**src/rtl/ram_seq_master.sv**
```systemverilog
// ram_seq_master: write/read-back self-test engine on the client side of the
// SRAM controller. It writes seed+i to base_addr+i for i in [0, count), reads
// every word back, and stops at the first mismatch or handshake timeout.
//
// Handshake: a request is a level on we or re (never both). The request holds
// until the synchronized done rises, then drops. No new request is raised
// until synchronized done is low again and GAP idle cycles have passed.
module ram_seq_master #(
  parameter int ADDR_W  = 18,
  parameter int DATA_W  = 16,
  parameter int TIMEOUT = 255,
  parameter int GAP     = 2
) (
  input  logic              clk,
  input  logic              rst,
  input  logic              start,
  input  logic [ADDR_W-1:0] base_addr,
  input  logic [ADDR_W-1:0] count,
  input  logic [DATA_W-1:0] seed,
  output logic              busy,
  output logic              finish,
  output logic              pass,
  output logic              timeout,
  output logic [ADDR_W-1:0] err_addr,
  output logic [DATA_W-1:0] err_data,
  output logic              en,
  output logic              we,
  output logic              re,
  output logic [ADDR_W-1:0] addr_out,
  output logic [DATA_W-1:0] wr_data,
  input  logic              ctrl_done,
  input  logic [DATA_W-1:0] ctrl_data,
  output logic [2:0]        dbg_state
);

  typedef enum logic [2:0] {
    IDLE, W_REQ, W_WAIT, W_GAP, R_REQ, R_WAIT, R_GAP, DONE
  } state_t;

  localparam logic [15:0] TO_C  = 16'(TIMEOUT);
  localparam logic [7:0]  GAP_C = 8'(GAP);

  state_t state, state_next;

  logic              done_s1, done_sync, done_prev;
  logic              done_rise;
  logic [ADDR_W-1:0] i;
  logic [ADDR_W-1:0] base_r, count_r;
  logic [DATA_W-1:0] seed_r;
  logic [15:0]       tcnt;
  logic [7:0]        gcnt;
  logic              err_flag;
  logic              gap_done;
  logic              last;
  logic              timed_out;
  logic [ADDR_W-1:0] cur_addr;
  logic [DATA_W-1:0] cur_pat;

  assign dbg_state = state;
  assign done_rise = done_sync & ~done_prev;
  assign gap_done  = ~done_sync && (gcnt == GAP_C);
  assign last      = (i == count_r - 1'b1);
  assign timed_out = (tcnt == TO_C);
  assign cur_addr  = base_r + i;
  assign cur_pat   = seed_r + DATA_W'(i);

  // Two-flop synchronizer for the asynchronous controller done, plus edge history.
  always_ff @(posedge clk) begin
    if (rst) begin
      done_s1   <= 1'b0;
      done_sync <= 1'b0;
      done_prev <= 1'b0;
    end else begin
      done_s1   <= ctrl_done;
      done_sync <= done_s1;
      done_prev <= done_sync;
    end
  end

  // State register.
  always_ff @(posedge clk) begin
    if (rst) state <= IDLE;
    else     state <= state_next;
  end

  // Next-state logic; REQ states hold off while a previous done is still high.
  always_comb begin
    state_next = state;
    case (state)
      IDLE:   if (start) state_next = (count == '0) ? DONE : W_REQ;
      W_REQ:  if (!done_sync) state_next = W_WAIT;
      W_WAIT: if (done_rise) state_next = W_GAP;
              else if (timed_out) state_next = DONE;
      W_GAP:  if (gap_done) state_next = last ? R_REQ : W_REQ;
      R_REQ:  if (!done_sync) state_next = R_WAIT;
      R_WAIT: if (done_rise) state_next = R_GAP;
              else if (timed_out) state_next = DONE;
      R_GAP:  if (gap_done) state_next = (err_flag || last) ? DONE : R_REQ;
      DONE:   state_next = IDLE;
      default: state_next = IDLE;
    endcase
  end

  // Datapath and registered outputs, driven by the current state.
  always_ff @(posedge clk) begin
    if (rst) begin
      busy <= 1'b0; finish <= 1'b0; pass <= 1'b0; timeout <= 1'b0;
      err_addr <= '0; err_data <= '0; err_flag <= 1'b0;
      en <= 1'b0; we <= 1'b0; re <= 1'b0;
      addr_out <= '0; wr_data <= '0;
      i <= '0; base_r <= '0; count_r <= '0; seed_r <= '0;
      tcnt <= '0; gcnt <= '0;
    end else begin
      finish <= 1'b0;
      case (state)
        IDLE: begin
          if (start) begin
            base_r   <= base_addr;
            count_r  <= count;
            seed_r   <= seed;
            busy     <= 1'b1;
            pass     <= (count == '0);
            timeout  <= 1'b0;
            err_addr <= '0;
            err_data <= '0;
            err_flag <= 1'b0;
            i        <= '0;
            en       <= (count != '0);
          end
        end
        W_REQ, R_REQ: begin
          if (!done_sync) begin
            addr_out <= cur_addr;
            if (state == W_REQ) begin
              wr_data <= cur_pat;
              we      <= 1'b1;
            end else begin
              re      <= 1'b1;
            end
            tcnt <= '0;
          end
        end
        W_WAIT, R_WAIT: begin
          tcnt <= tcnt + 1'b1;
          if (done_rise) begin
            we   <= 1'b0;
            re   <= 1'b0;
            gcnt <= '0;
            if (state == R_WAIT && ctrl_data != cur_pat && !err_flag) begin
              err_flag <= 1'b1;
              err_addr <= cur_addr;
              err_data <= ctrl_data;
              pass     <= 1'b0;
            end
          end else if (timed_out) begin
            timeout <= 1'b1;
            pass    <= 1'b0;
            we      <= 1'b0;
            re      <= 1'b0;
          end
        end
        W_GAP, R_GAP: begin
          if (done_sync) gcnt <= '0;
          else if (!gap_done) gcnt <= gcnt + 1'b1;
          if (gap_done) begin
            if (last) begin
              i <= '0;
              if (state == R_GAP && !err_flag) pass <= 1'b1;
            end else begin
              i <= i + 1'b1;
            end
          end
        end
        DONE: begin
          en     <= 1'b0;
          busy   <= 1'b0;
          finish <= 1'b1;
        end
        default: ;
      endcase
    end
  end

endmodule

```
**config.mk**
```make
export PLATFORM = sky130hd
export DESIGN_NAME = ram_seq_master
export DESIGN_NICKNAME = d
export VERILOG_FILES = /design/src/rtl/ram_seq_master.sv
export SDC_FILE = /design/constraint.sdc
export NUM_CORES = 1
export LEC_CHECK = 0
export CORE_UTILIZATION = 50
export CTS_BUF_LIST = sky130_fd_sc_hd__clkbuf_16
export CTS_CLUSTER_DIAMETER = 40
export CTS_CLUSTER_SIZE = 30
export DETAILED_ROUTE_END_ITERATION = 12
export PLACE_DENSITY = 0.78
export SYNTH_ARGS = -nofsm -noshare
export SYNTH_HDL_FRONTEND = slang
export SYNTH_SLANG_ARGS = --single-unit
```
**constraint.sdc**
```tcl
create_clock -name clk -period 4.2 [get_ports clk]
set_clock_uncertainty 0.1 [all_clocks]
set_input_delay 0.84 -clock clk [delete_from_list [all_inputs] [get_ports clk]]
set_output_delay 0.84 -clock clk [all_outputs]
set_load 0.05 [all_outputs]
```
==> results of run 1 <==
[per-layer routing]
metal	vias up	routed length (µm)
li1	4485	-
met1	4287	11600
met2	299	12200
met3	36	1550
met4	0	553
met5	-	0
[cell usage in the layout, fill, tap and decap left out, types with 17 or more instances in the layout]
cell type / n
a21oi_1: 131
dfxtp_1: 176
nor3_1: 26
inv_1: 17
ha_1: 37
o21ai_0: 23
nand2_1: 229
xnor2_1: 58
nor2_1: 101
buf_4: 19
xor2_1: 34
clkdlybuf4s50_1: 148
clkbuf_16: 17
and3_1: 18
nand3_1: 69
mux2i_1: 36
[state kept, by name, indices dropped and copies added (netlist names), 3 cells and up]
name,cells
addr_out,18
base_r,18
count_r,18
dbg_state,3
err_addr,18
err_data,16
gcnt,8
i,18
seed_r,16
tcnt,16
wr_data,16
[logic make-up (layout without fill, tap and decap cells)]
| family | after synthesis | after routing | synth area share (%) |
|---|---|---|---|
| and+or+nand+nor | 529 | 529 | 25.5 |
| AOI/OAI and AO/OA | 245 | 245 | 16.1 |
| DFF | 176 | 176 | 37.1 |
| xor gates and xnor gates | 94 | 94 | 8.67 |
| buffers and inverters | 80 | 219 | 3.36 |
| adders and majority gates | 39 | 39 | 5.30 |
| muxes | 38 | 38 | 4.03 |
[final timing paths]
kind	from	endpoint	slack [ns]	depth (start not counted)
max	i[4]$_SDFFE_PP0P_	err_data[14]$_SDFFE_PP0P_	0.18	9
min	addr_out[2]$_SDFFE_PP0P_	addr_out[2]$_SDFFE_PP0P_	0.35	2
max reg2reg	i[4]$_SDFFE_PP0P_	err_data[14]$_SDFFE_PP0P_	0.18	9
min reg2reg	addr_out[2]$_SDFFE_PP0P_	addr_out[2]$_SDFFE_PP0P_	0.35	2
[where the power goes]
group,internal [mW],total [mW],switching (mW)
Sequential,1.80,1.96,0.153
Clock,0.885,1.58,0.695
Combinational,0.531,1.48,0.946
Total,3.22,5.01,1.79
[layout make-up]
cell class	instances	area, µm²
clock buffers	17	425
clock inverters	15	163
fillers	1638	6810
inverters	18	67.6
multi-input cells	945	5700
flip-flops and latches	176	3520
well taps	234	293
repair buffers	169	1660
[metrics by stage]
stage | power [mW] | utilization (%)
after floorplan | 2.99 | -
after global placement | 3.42 | 60.1
after detailed placement | 3.44 | 60.1
after CTS | 5.02 | 63.3
after global routing | 5.26 | 63.5
final | 5.01 | 63.5
[timing repair]
item,in CTS,in global routing
hold endpoints to repair,0,0
setup endpoints to repair,0,19
gates resized for setup,0,6
[worst register-to-register path, cell delays in order, from the launching register on]
cell	delay, ns
dfxtp_1	0.32
ha_1	0.44
o311ai_0	0.57
o211ai_1	0.38
o311a_1	0.47
or4_1	0.43
a211o_1	0.38
o31a_1	0.39
buf_4	0.26
mux2i_1	0.16
==> impl_metrics.ini, run 1 <==
[status]
status = complete, no violations

[sta]
relSlewSlack_pct = 43.9
final.hold.worst_slack_ns = 0.354
fin_setup_tns_ns = 0
worst_slack_ns = 0.176
maxClockFrequency_mhz = 249
worst-slew-pin-transition_ns = 0.839
timing_hold_violations_final = 0
timing.final.crit_share_pct = 95.8
setup_repair_after_global_routing_missed_its_margin = false
post-route-min-period_ns = 4.02
drv_slew = 0
timing.final.setup_violations = 0

[logic_synthesis]
synth_common_cells = nand2_1, dfxtp_1, a21oi_1
ys_types = 67
post-synth-top-area-cell = dfxtp_1
async_reset_ff_share_pct = 0
yosysMostFrequentCell = nand2_1
postSynth.topFlopCell = dfxtp_1
synthesis_stage_register_bit_count = 176
synth.yosys.seq_area_share_pct = 37.1
syn-cell-area_um2 = 9500
ys.warnings.count = 0
synthTopCellsByArea = dfxtp_1, nand2_1, a21oi_1
post_synth_inst_count = 1201
postSynthAreaPerCell_um2 = 7.91
number_of_synthesized_flops_with_an_enable_pin = 0
post-synth-top-area-fraction_pct = 37.1
synth_fp_nets = 1312

[place]
place_area_um2 = 11200
place.gp.congestion = 0.925
dp.cells = 1542
dp_worst_setup_slack_ns = 0.0299
detailed_placement_hpwl_um = 19100
numPortBuffers = 149

[clocking]
clock_path_buffers = 2
clkSinkCount = 176
clock-root-buffer = clkbuf_16
num_cts_buffers = 17
cts_hold_repair.buffers = 0
clk-insertion-delay-late_ns = 0.43
cts_tree = done
post-cts-setup-buffers = 0
htree_num_levels = 4
cts.reportedPaths.clkPinSlew_ns = 0.07

[route]
drt_pass1_iterations = 8
drt.antenna.violating_nets = 0
detail_route.iter0.violations = 660
vias = 9107
route.detailed.drc = 0
viasPerCell = 5.79
routed_wire_length_per_instance_um = 16.5
routed_wirelength_um = 26000

[floorplanning]
initial_core_util_pct = 50.9
floorplan.rows = 50
ioPinCount = 150
core_region_area_um2 = 18600
die_w_um = 140
die_area_um2 = 19500
die_h_um = 140

[power]
leakagePower_nw = 4.49
power.density_cell_area_nw_per_um2 = 423
irDropWorstVdd_mv = 0.272

[cells_and_area]
post_route_cells_drive_above_1_share_pct = 5.60
instances_no_fill = 1574
design_area_um2 = 11800
nets = 1438
area.growth.synth_to_final_pct = 24.6
antenna_cells_inserted = 0

[global_route]
grtUsageMet1_pct = 35.4
overall_global_routing_resource_usage_pct = 26.8
overflow = 0
global_route_wire_length_before_repair_um = 41700
use_met2_pct = 43.4
antenna_violations_before_repair = 0
grt_max_degree = 64
vias_in_the_first_global_route = 8188
grt_most_used_layer = met2
groute.layer.met3.usage_pct = 5.09

[worst_setup_path]
timing.critical_path.arrival_ns = 4.23
start_kind = register
cp.buffers_inverters = 1
critPathMaxStageDelay_ns = 0.57
cp_top_family = compound AO/OA/AOI/OAI gates
worst_ep_required_time_ns = 4.41
critPathKind = register to register
end_kind = register
crit_chain = ha_1 > o311ai_0 > o211ai_1 > o311a_1 > or4_1 > a211o_1 > o31a_1 > buf_4 > mux2i_1
timing.critical_path.fanout_max = 16
critPathSlowestCell = o311ai_0

[job]
cap_viol_max_count = 0

[hold_path]
min-delay-path-class = register to register
(Power assumes the default switching activity.)
==> run 2, diff against run 1 <==
Settings changed: SLEW_MARGIN set to 0.
==> results of run 2 <==
Final layout, timing and power as in run 1 (identical DEF).
==> run 3, diff against run 2 <==
Settings changed: GPL_ROUTABILITY_DRIVEN set to 0.
==> run 3 against run 2 <==
  * Setup slack better by 0.057 ns
  * Flip-flop and latch count unchanged
  * Combinational power is essentially flat
  * Routed wire length down 1.1%
  * Highest routed layer unchanged
==> impl_metrics.ini, run 3 (synthesized netlist as in run 1, its figures left out) <==
[worst_setup_path]
start_kind = register
worst_ep_required_time_ns = 4.41
timing.critical_path.fanout_max = 16
critPathKind = register to register
timing.critical_path.arrival_ns = 4.17
crit_start = i[0]$_SDFFE_PP0P_
reg_to_reg_start = i[0]$_SDFFE_PP0P_
end_kind = register

[global_route]
overall_global_routing_resource_usage_pct = 26.4
grt_max_degree = 63
global_route_wire_length_before_repair_um = 41200
vias_in_the_first_global_route = 8054
overflow = 0
antenna_violations_before_repair = 1

[sta]
timing_hold_violations_final = 0
worst-slew-pin-transition_ns = 0.767
relSlewSlack_pct = 48.4
timing.final.setup_violations = 0
drv_slew = 0
timing.final.crit_share_pct = 94.5
post-route-min-period_ns = 3.97
maxClockFrequency_mhz = 252
setup_repair_after_global_routing_missed_its_margin = false

[route]
drt.antenna.violating_nets = 0
routed_wirelength_um = 25700
viasPerCell = 5.75
vias = 9056
drt_pass1_iterations = 5
route.detailed.drc = 0
routed_wire_length_per_instance_um = 16.3
detail_route.iter0.violations = 645

[cells_and_area]
most_frequent_cells_in_the_layout = nand2_1, dfxtp_1, clkdlybuf4s50_1
nFillCells = 1595
layout_commonest_cell = nand2_1
instances_no_fill = 1576
area.growth.synth_to_final_pct = 24.1
nets = 1440
post_route_cells_drive_above_1_share_pct = 5.74

[place]
detailed_placement_hpwl_um = 19100
dp.cells = 1544
numPortBuffers = 149

[floorplanning]
initial_core_util_pct = 50.9
ioPinCount = 150
die_h_um = 140
floorplan.rows = 50
die_w_um = 140
core_region_area_um2 = 18600
die_area_um2 = 19500

[clocking]
num_cts_buffers = 17
clk-insertion-delay-late_ns = 0.43
clock-root-buffer = clkbuf_16
cts.reportedPaths.clkPinSlew_ns = 0.07
htree_num_levels = 4
cts_tree = done
clock_path_buffers = 2
clkSinkCount = 176
post-cts-setup-buffers = 0
cts_hold_repair.buffers = 0
cts-resized-gates = 0

[hold_path]
min_from = done_s1$_SDFF_PP0_
min-delay-path-class = register to register

[power]
post-layout-total-power_mw = 4.92
power.density_cell_area_nw_per_um2 = 417
leakagePower_nw = 4.48
irDropWorstVdd_mv = 0.321

[status]
status = complete, no violations

[job]
cap_viol_max_count = 0
[run 3: per-stage QoR]
step / utilization (%) / instance area [µm²] / setup WS [ns] / hold slack, ns / TNS (ns)
after global routing: 63.2 / 11800 / 0.0129 / 0.372 / 0
after floorplan: - / 9500 / 0.565 / 0.314 / 0
after detailed placement: 60.1 / 11200 / -0.0318 / 0.347 / -0.414
after CTS: 63.1 / 11800 / 0.0520 / 0.356 / 0
after global placement: 60.1 / 11200 / 0.130 / 0.326 / 0
final: 63.2 / 11800 / 0.233 / 0.351 / 0
[run 3: path summary, 6_finish.rpt]
path                              end  slack, ns  cells past startpoint
max          err_data[8]$_SDFFE_PP0P_       0.23                     12
min              done_sync$_SDFF_PP0_       0.35                      1
min reg2reg      done_sync$_SDFF_PP0_       0.35                      1
max reg2reg  err_data[8]$_SDFFE_PP0P_       0.23                     12
[run 3: worst max-delay path: stages (launching register included)]
cell       delay, ns
dfxtp_1         0.39
ha_1            0.28
fa_1            0.42
a211oi_2        0.24
o31a_1          0.23
xnor2_1         0.18
xnor2_1         0.15
o2111ai_1       0.12
or4_1           0.56
a211o_1         0.37
o31a_1          0.39
buf_4           0.26
mux2i_1         0.15
[run 3: report_power, final]
part | leakage, nW | internal, mW | switching (mW)
Sequential | 1.43 | 1.80 | 0.135
Combinational | 2.79 | 0.530 | 0.954
Clock | 0.266 | 0.812 | 0.685
Total | 4.48 | 3.14 | 1.77
[run 3: cell type report]
class / count / area [µm²] / share of cell area [%]
diodes: 1 / 2.50 / 0.0212
clock buffers: 17 / 425 / 3.61
clock inverters: 14 / 118 / 0.998
inverters: 18 / 67.6 / 0.573
multi-input cells: 945 / 5690 / 48.3
flip-flops and latches: 176 / 3520 / 29.9
well taps: 234 / 293 / 2.48
repair buffers: 171 / 1670 / 14.1
[run 3: metal layers]
metal  vias up  track usage [%]  part of all wire [%]
li1       4472                -                     -
met1      4228             36.4                    46
met2       299             40.6                    45
met3        57             4.44                   5.7
met4         0             11.2                   3.0
met5         -                0                     0
